<file path="config.mk">
export PLATFORM = sky130hd
export DESIGN_NAME = clock_enable_gen
export DESIGN_NICKNAME = d
export VERILOG_FILES = /design/src/rtl/clock_enable_gen.sv
export SDC_FILE = /design/constraint.sdc
export NUM_CORES = 1
export LEC_CHECK = 0
export ABC_AREA = 0
export BUFFER_PORTS_ARGS = -buffer_cell sky130_fd_sc_hd__buf_2
export CAP_MARGIN = 10
export CORE_MARGIN = 2
export CORE_UTILIZATION = 30
export CTS_BUF_LIST = sky130_fd_sc_hd__clkbuf_8 sky130_fd_sc_hd__clkbuf_16
export DETAILED_ROUTE_END_ITERATION = 10
export PLACE_DENSITY_LB_ADDON = 0.3
export SYNTH_ARGS = -nofsm -noshare
export SYNTH_HDL_FRONTEND = slang
export SYNTH_SLANG_ARGS = --single-unit
</file>
<file path="constraint.sdc">
create_clock -name clk_in -period 6.75 [get_ports clk_in]
set_input_delay 1.35 -clock clk_in [delete_from_list [all_inputs] [get_ports clk_in]]
set_output_delay 1.35 -clock clk_in [all_outputs]
set_load 0.005 [all_outputs]
</file>
<file path="src/rtl/clock_enable_gen.sv">
// Multi-channel clock-enable generator: per-channel tick pulses and square waves
// with shadowed divisor reload. Define CLKDIV_DUTY_EN to add a programmable duty cycle.
module clock_enable_gen #(
  parameter int NUM_CH  = 4,
  parameter int CNT_W   = 27,
  parameter int DEF_DIV = 50000000
) (
  input  logic                    clk_in,
  input  logic                    rst,
  input  logic                    en,
  input  logic                    sync_clr,
  input  logic [NUM_CH*CNT_W-1:0] div_in,
`ifdef CLKDIV_DUTY_EN
  input  logic [NUM_CH*CNT_W-1:0] duty_in,
`endif
  input  logic [NUM_CH-1:0]       div_load,
  output logic [NUM_CH-1:0]       tick,
  output logic [NUM_CH-1:0]       sq,
  output logic [NUM_CH-1:0]       pending
);

  localparam logic [CNT_W-1:0] DEF_DIV_W = CNT_W'(DEF_DIV);
  localparam logic [CNT_W-1:0] ONE       = CNT_W'(1);
`ifdef CLKDIV_DUTY_EN
  localparam logic [CNT_W-1:0] DEF_DUTY_W = CNT_W'(DEF_DIV / 2);
`endif

  for (genvar i = 0; i < NUM_CH; i++) begin : g_ch
    logic [CNT_W-1:0] active_div, shadow_div, cnt;
    logic [CNT_W-1:0] active_div_next, shadow_div_next, cnt_next;
    logic [CNT_W-1:0] div_slice;
    logic             tick_r, sq_r, pending_r;
    logic             tick_next, sq_next, pending_next;
    logic             wrap, apply;
`ifdef CLKDIV_DUTY_EN
    logic [CNT_W-1:0] active_duty, shadow_duty;
    logic [CNT_W-1:0] active_duty_next, shadow_duty_next;
    logic [CNT_W-1:0] duty_slice;

    assign duty_slice = duty_in[i*CNT_W +: CNT_W];
`endif

    assign div_slice = div_in[i*CNT_W +: CNT_W];
    assign wrap      = (active_div != '0) && (cnt == active_div - ONE);

    // The shadow is only promoted on a wrap, a realign, or while the channel is
    // disabled, so cnt always stays below the divisor in use.
    always_comb begin
      cnt_next  = cnt;
      tick_next = 1'b0;
      sq_next   = sq_r;
      apply     = 1'b0;
      if (sync_clr) begin
        cnt_next = '0;
        sq_next  = 1'b0;
        apply    = pending_r;
      end else if (en) begin
        if (active_div == '0) begin
          cnt_next = '0;
          apply    = pending_r;
        end else if (wrap) begin
          cnt_next  = '0;
          tick_next = 1'b1;
          sq_next   = ~sq_r;
          apply     = pending_r;
        end else begin
          cnt_next = cnt + ONE;
        end
      end
      active_div_next = apply ? shadow_div : active_div;
      shadow_div_next = div_load[i] ? div_slice : shadow_div;
      pending_next    = div_load[i] | (pending_r & ~apply);
`ifdef CLKDIV_DUTY_EN
      active_duty_next = apply ? shadow_duty : active_duty;
      shadow_duty_next = div_load[i] ? duty_slice : shadow_duty;
      if (!sync_clr && en && (active_div != '0)) begin
        sq_next = (cnt_next < active_duty_next);
      end
`endif
    end

    always_ff @(posedge clk_in or negedge rst) begin
      if (!rst) begin
        active_div <= DEF_DIV_W;
        shadow_div <= DEF_DIV_W;
        cnt        <= '0;
        tick_r     <= 1'b0;
        sq_r       <= 1'b0;
        pending_r  <= 1'b0;
`ifdef CLKDIV_DUTY_EN
        active_duty <= DEF_DUTY_W;
        shadow_duty <= DEF_DUTY_W;
`endif
      end else begin
        active_div <= active_div_next;
        shadow_div <= shadow_div_next;
        cnt        <= cnt_next;
        tick_r     <= tick_next;
        sq_r       <= sq_next;
        pending_r  <= pending_next;
`ifdef CLKDIV_DUTY_EN
        active_duty <= active_duty_next;
        shadow_duty <= shadow_duty_next;
`endif
      end
    end

    assign tick[i]    = tick_r;
    assign sq[i]      = sq_r;
    assign pending[i] = pending_r;
  end

endmodule
</file>
==> results of run 1 <==
## cell families after synthesis
kind of cell | Yosys count | share of synthesized area, %
AOI/OAI and AO/OA | 362 | 13.2
adders and majority gates | 12 | 0.754
buffers and inverters | 203 | 4.40
xor gates and xnor gates | 176 | 7.81
muxes | 163 | 9.53
and+or+nand+nor | 816 | 21.5
DFF | 336 | 42.8
## cells in the mapped netlist, drive strengths merged (5+ instances only)
master / number
nand3b: 7
nor4b: 5
nand4b: 5
a22oi: 56
and4: 11
nor2b: 10
and2: 15
buf: 37
o2111ai: 7
nor4: 46
or2: 13
mux2: 159
o21a: 6
o22ai: 15
a211oi: 12
xnor2: 101
a21oi: 34
a22o: 13
nand2: 163
nand4: 57
xor2: 74
clkbuf: 118
and3: 24
inv: 48
o21ai: 41
nor2: 124
ha: 12
a21o: 12
a31o: 5
a2111oi: 6
dfstp: 96
a31oi: 22
or4: 29
or3: 29
nor3: 95
o211ai: 60
o31ai: 17
o211a: 5
dfrtp: 240
o2bb2ai: 6
nand3: 136
nand2b: 26
o311ai: 15
nor3b: 11
## worst max path at each step
stage | from | end | slack, ns
detailed placement | g_ch[3].active_div[0] | g_ch[3].active_div[2] | 1.85
finish | g_ch[3].active_div[0] | g_ch[3].active_div[4] | 1.91
CTS | g_ch[3].active_div[0] | g_ch[3].active_div[2] | 1.85
floorplan | g_ch[3].active_div[0] | g_ch[3].active_div[10] | 2.68
global route | g_ch[3].active_div[0] | g_ch[3].active_div[2] | 1.59
global placement | g_ch[3].active_div[0] | g_ch[3].active_div[0] | 1.95
## sequential cells by signal, indices dropped and copies added (netlist names)
signal / cells
g_ch.tick_r: 4
g_ch.pending_r: 4
g_ch.shadow_div: 108
g_ch.active_div: 108
g_ch.sq_r: 4
g_ch.cnt: 108
## power groups by stage
stage          combinational [uW]  sequential (uW)  clock [uW]
6_report                     1000             2640        2280
5_1_grt                      1120             2690        2440
4_1_cts                      1010             2640        2360
3_5_place_dp                 1010             2680           0
3_3_place_gp                  975             2660           0
2_1_floorplan                 846             2500           0
## stage by stage
stage,total power [uW],std cells,worst slack [ns],instance area (um2)
global placement,3640,2925,1.95,21100
finish,5920,3002,1.91,22600
global route,6260,3002,1.59,22600
CTS,6010,3002,1.85,22600
detailed placement,3680,2925,1.85,21100
floorplan,3340,2068,2.68,19900
## final cells by class
type                            count  area share [%]
Multi-Input combinational cell   1529            46.7
Inverter                           48           0.799
Tap cell                          864            4.79
Clock buffer                       51            5.26
Timing Repair Buffer              148            3.62
Sequential cell                   336            37.8
Clock inverter                     26            1.00
## layer usage
metal	routed length, um	share of wire (%)	track usage (%)
met5	0	0	0
met3	2070	3.9	1.97
met1	24200	46	20.9
met2	25100	48	25.2
met4	1370	2.6	4.96
==> metrics list, run 1 <==
- Post-CTS setup-driven buffer insertion count: 0
- Cell area after technology mapping: roughly 20000 um2
- The Yosys step of the flow raised 0 warnings.
- Detailed placement finished with a half-perimeter wire length of about 37000 um.
* Fin crit share: a little under three quarters
- Category of the critical setup timing path: flip-flop to flip-flop
- Stages on the worst setup path: 11
* Switching part of the total: around 30%
- Total nets after synthesis: roughly 2.2k
- Highest-count cells in the layout ignoring fill and taps: 240 x sky130_fd_sc_hd__dfrtp_1, 163 x sky130_fd_sc_hd__nand2_1, 136 x sky130_fd_sc_hd__nand3_1
- In this design, the largest share of critical-path delay is due to simple AND/OR/NAND/NOR gates.
* Total Nets Final: 2233
- Max FO, Critical Path: 27
- In this run the deepest clock path goes through 3 buffers.
- Comb pwr share: between 10% and 20%
* Horizontal extent of the die: between 200 and 300 um
- For this run, asynchronously set or reset flops after synthesis account for 100%.
- In this design, the stage delay of the slowest critical-path cell is between 0.5 and 0.6 ns.
* Arrival time at the worst endpoint: ~5.3 ns
- The worst setup path is captured at a flip-flop.
- Initial antenna violation count: 0
- After synthesis, the netlist uses 82 different library cells.
* Number of cells on the worst reg-to-reg path: 11
- In this run, post-CTS repair resized a total of 0 instances.
* CTS tree: yes
- Total gr overflow: 0
- For this design the top-level I/O count stands at about 130.
* NetSw: between 1500 and 2000 uW
- Insertion delay to the later sink of the worst-skew pair: between 0.5 and 0.6 ns
- Data on the critical path is required at its endpoint by about 7.2 ns.
- For the pin with the worst max-slew slack, the measured transition is between 1 and 1.5 ns.
- The number of global-route vias before repair was between 15k and 20k.
* Reg-to-reg endpoint: g_ch[3].active_div[4]
* Min-delay src: g_ch[1].shadow_div[4]
* Core footprint: between 60000 and 70000 um2
* Endpoint, Worst Hold: g_ch[1].active_div[4]
- The flow ran to the end, and the final reports show no timing, DRC or antenna violations.
- In this run the worst hold path is classified as flip-flop to flip-flop.
- Setup skew after layout: about 0.018 ns
- The internal power of the cells totals between 4000 and 5000 uW.
- Placer Congestion: 0.869
* Buf/Inv on CP: 1
- Clock transition at path regs: approximately 0.060 ns
* Detail-routed via count per cell: approximately 5.4
- Count of input and output buffers: roughly 130
- Wire length per cell: 17.6 um
* Final count of hold timing violations: 0
* Biggest area consumer among synthesized cells: sky130_fd_sc_hd__dfrtp_1
* Top post-synthesis cells by area: sky130_fd_sc_hd__dfrtp_1 30%, sky130_fd_sc_hd__dfstp_2 13%, sky130_fd_sc_hd__mux2_2 7.5%
* Slew Limit Headroom: a little over a quarter
- Across every metal layer, demand over resource in global routing totals between 10% and 20%.
* Top flip-flop cell by instance count after synthesis: sky130_fd_sc_hd__dfrtp_1
* Final count of pins violating max slew: 0
* Fraction of the yosys area taken by sequential cells: between 40% and 50%
* CTS sink count: ~340
- Count of TritonRoute iterations in the first routing pass: 5
- Count of max-cap constraint violations: 0
* Worst path slowest cell: sky130_fd_sc_hd__or4_1
- Most common cell after layout, fill and taps aside: sky130_fd_sc_hd__dfrtp_1
- Summing all multi-input logic gate instances after layout gives ~11000 um2.
- Startpoint of the worst register-to-register path: g_ch[3].active_div[0]
* Number of nets with antenna violations after routing: 0
- The first global-routing pass estimated between 80000 and 90000 um of wire.
- Initial cell density of the core: between 30% and 40%
- Synthesis inferred about 340 register bits.
* Part of the power in the clock network: roughly two fifths
- Summing over every cut layer, the via total after detailed routing is approximately 16k.
- After filler insertion, the fill cell instance count of the layout stands at around 6.6k.
- The analysis attributes to cell leakage a power of just under 0.009 uW.
- Final hold slack: 0.501 ns
- After layout, the minimum clock period comes to around 4.8 ns.
- Counting flops with a built-in enable in the synthesized netlist gives 0.
* Die outline area: 68500 um2
- Relative to the synthesized area, the layout overhead comes to 13.2%.
- The tree is rooted in a sky130_fd_sc_hd__clkbuf_16.
* Fraction of synthesized cell area taken by the top area cell type: 30.1%
- A synthesized cell averages roughly 9.6 um2.
- Y dimension of the die: about 260 um
- Series of cell instances along the critical path: inv_1 > ha_1 > or3b_1 > or4_4 > a2111oi_2 > nand4_1 > a2111o_1 > or4_1 > a21oi_4 > and2_4 > mux2_2
* Core utilization of the finished layout: roughly a third
* Share of power burned in registers: 44.6%
- The repair_antennas step left the layout with diodes totalling 0.
- The post-route netlist has a little under a quarter of its cells at a drive strength greater than 1.
- FF-to-FF setup slack: between 1.5 and 2 ns
- In this run, the number of DRC markers left after iteration 0 of detailed routing was 1154.
* Startpoint Class: flip-flop
- Counting the buffers created by CTS gives 42.
- Static timing analysis puts the maximum clock frequency at roughly 210 MHz.
* Setup TNS after final layout: 0 ns
- VDD IR max: between 0.15 and 0.2 mV
- Count of mapped cells out of synthesis: just over 2k
- The initialized floorplan defines 94 standard-cell rows.
* Finish-stage setup viols: 0
- After detailed routing, the number of remaining DRC violations is 0.
- Setup repair after global routing left no endpoint under its margin.
* Sequential standard cell area: between 8000 and 9000 um2
- Number of H-tree levels: 2
- The routed design has about 53000 um of wire.
- Counting instances, the worst hold path has a depth of 1.
- Entering global routing, the biggest net connects about 140 pins.
* PwrDens: 263 nW/um2
* Number of buffers inserted for hold repair after clock tree synthesis: 0
(Power assumes the default switching activity.)
==> run 2: changes to the inputs <==
==> constraint.sdc (replaced) <==
create_clock -name clk_in -period 4.2 [get_ports clk_in]
set_input_delay 0.84 -clock clk_in [delete_from_list [all_inputs] [get_ports clk_in]]
set_output_delay 0.84 -clock clk_in [all_outputs]
set_load 0.005 [all_outputs]
==> metrics list, run 2 (synthesis results as in run 1) <==
* Y dimension of the die: 262 um (unchanged)
- The placeable core region was 65700 um2 (unchanged).
- Rows: 94 (unchanged)
- The count of non-filler cells in the finished layout is 3036 (+1.1%).
- From synthesis to final layout, the design area changed by 14.9%.
* Internal power: 6780 uW (+63%)
* Placer Congestion: 0.893 (+2.7%)
- HPWL reported at the end of detailed placement: 38500 um (+2.8%)
* Final count of hold timing violations: 0 (unchanged)
- Startpoint Class: flip-flop
- Tightest Pin Transition: 0.906 ns (-0.193 ns)
- The library cell used most frequently in the layout, excluding fill and tap cells, is sky130_fd_sc_hd__dfrtp_1.
- Fin crit share: 95.7% (+24 points)
* Comb pwr share: 17.8% (+0.9 points)
- The maximum achievable frequency was 249 MHz (+21%).
* Final count of pins violating max slew: 0 (unchanged)
- Setup skew after layout: 0.0307 ns (+0.0124 ns)
- The leakage component of the power came to 0.00894 uW (+2.2%).
- The overall power after layout was 9660 uW (+63%).
- In the final layout, the registers with the most flip-flops are g_ch.active_div: 108 flops, g_ch.cnt: 108 flops, g_ch.shadow_div: 108 flops.
* Run status: finished clean
* Pin count of the biggest net entering global routing: 88 (-39%)
* Clock transition at path regs: 0.05 ns (about the same)
- The via count was 16.2k (+0.65%).
- Count of placed standard cells including taps: 2959 (+1.2%)
- FF-to-FF setup slack: 0.18 ns (-1.73 ns)
* PwrDens: 422 nW/um2 (+61%)
- The required time of the critical path came to 4.64 ns (-2.55 ns).
- The net switching fraction of the power was 29.8% (-0.097 points).
* Starting DRC count in detailed routing: 1102 (-4.5%)
* Max FO, Critical Path: 14 (-48%)
* Horizontal extent of the die: 262 um (unchanged)
- Count of input and output buffers: 127 (unchanged)
* Hold/Removal Path Class: input pin to asynchronous set/reset pin
- The number of remaining DRC errors was 0 (unchanged).
- The wire length reported by the detailed router is 54100 um (+2.6%).
- CTS sink count: 336 (unchanged)
- Part of the power in the clock network: 38.5% (about the same)
* Number of buffers inserted for hold repair after clock tree synthesis: 0 (unchanged)
- Count of TritonRoute iterations in the first routing pass: 5 (unchanged)
- The initial core utilization is 30.3% (unchanged).
* Category of the critical setup timing path: flip-flop to flip-flop
- STA classifies the critical path endpoint as a flip-flop.
- The later-pin clock latency in the skew report was 0.57 ns (about the same).
- Share of power burned in registers: 43.7% (-0.9 points)
- Finish-stage setup viols: 0 (unchanged)
* Via count of the first global-routing pass: 15.9k (-0.26%)
- The number of placed I/O pins is 128 (unchanged).
* Final critical-path required period: 4.02 ns (-0.825 ns)
* Fillers: 6551 (-0.95%)
- The clock buffer count from CTS came to 43 (+2.4%).
- Setup repair after global routing could not meet its margin everywhere.
- The first-pass GRT wire length is 86400 um (+0.56%).
- The arrival time reported for the critical path endpoint is 4.46 ns (-0.82 ns).
* Total gr overflow: 0 (unchanged)
- Highest-count cells in the layout ignoring fill and taps: 240 x sky130_fd_sc_hd__dfrtp_1, 163 x sky130_fd_sc_hd__nand2_1, 136 x sky130_fd_sc_hd__nand3_1
* Initial antenna violation count: 1 (+1)
* Die outline area: 68500 um2 (unchanged)
* Share of cells above drive strength 1: 24.5% (+1.2 points)
- NetSw: 2880 uW (+63%)
- The tree is rooted in a sky130_fd_sc_hd__clkbuf_16.
- The relative slew slack came to 39.4% (+13 points).
- The maximum level of the CTS H-tree came to 2 (unchanged).
- Wire length per cell: 17.8 um (+1.4%)
* Count of max-cap constraint violations: 0 (unchanged)
* VDD IR max: 0.247 mV (+33%)
- Final hold slack: 0.267 ns (-0.234 ns)
- Total routing resource utilization after global routing: 15.5% (+0.18 points)
- The number of antenna-violating nets in the routed design was 0 (unchanged).
* Total Nets Final: 2269 (+1.6%)
* CTS tree: yes
- Diodes inserted: 0 (unchanged)
- Detail-routed via count per cell: 5.33 (-0.47%)
* Bufs on Longest Clock Path: 3 (unchanged)
[run 2: cell type report]
cell class / count / area (um2) / share of cell area [%]
multi-input cells: 1530 / 10500 / 46.1
repair buffers: 182 / 1130 / 4.95
clock buffers: 51 / 1190 / 5.18
inverters: 48 / 180 / 0.787
flip-flops and latches: 336 / 8530 / 37.2
well taps: 864 / 1080 / 4.72
clock inverters: 25 / 241 / 1.05
[run 2: timing repair]
item,4_1_cts,5_1_grt
endpoints found under the hold margin,0,0
resized for setup,0,2
setup buffers,0,0
setup endpoints to repair,0,39
[run 2: worst paths after layout]
path                                         from                endpoint  cells past startpoint
max                         g_ch[3].active_div[1]   g_ch[3].active_div[1]                     11
min                                           rst  g_ch[0].shadow_div[18]                      1
max reg2reg                 g_ch[3].active_div[1]   g_ch[3].active_div[1]                     11
min reg2reg                g_ch[1].shadow_div[26]  g_ch[1].active_div[26]                      1
max in group asynchronous                     rst  g_ch[2].shadow_div[14]                      2
min in group clk_in        g_ch[1].shadow_div[26]  g_ch[1].active_div[26]                      1
[run 2: layer usage]
layer  track usage [%]  wire length (um)
met1              21.4             25200
met3              1.95              2100
met5                 0                13
met2              25.4             25400
met4              4.88              1330
[run 2: worst max-delay path, cell delays in order (launching register included)]
cell and delay (ns):
sky130_fd_sc_hd__dfrtp_1 0.40, sky130_fd_sc_hd__inv_1 0.09, sky130_fd_sc_hd__ha_1 0.21, sky130_fd_sc_hd__or3b_1 0.39, sky130_fd_sc_hd__or4_4 0.50, sky130_fd_sc_hd__a2111oi_2 0.36, sky130_fd_sc_hd__nand4_1 0.13, sky130_fd_sc_hd__a2111o_1 0.38
sky130_fd_sc_hd__or4_1 0.50, sky130_fd_sc_hd__a21oi_4 0.22, sky130_fd_sc_hd__and2_4 0.34, sky130_fd_sc_hd__mux2_2 0.37
[run 2: power by group through the flow]
stage / registers, uW / logic (uW) / clock network, uW
after floorplan: 4010 / 1360 / 0
after global placement: 4260 / 1660 / 0
after detailed placement: 4270 / 1710 / 0
after CTS: 4230 / 1720 / 3860
after global routing: 4290 / 1910 / 3990
final: 4220 / 1720 / 3720
[run 2: metrics by stage]
step                cell area [um2]  TNS [ns]  setup WS, ns  utilization (%)
detailed placement            21500         0        0.0690             32.6
CTS                           22900         0        0.0654             34.8
finish                        22900         0         0.181             34.8
global route                  22900   -0.0608       -0.0108             34.8
floorplan                     19900         0         0.128                -
global placement              21500         0         0.129             32.6
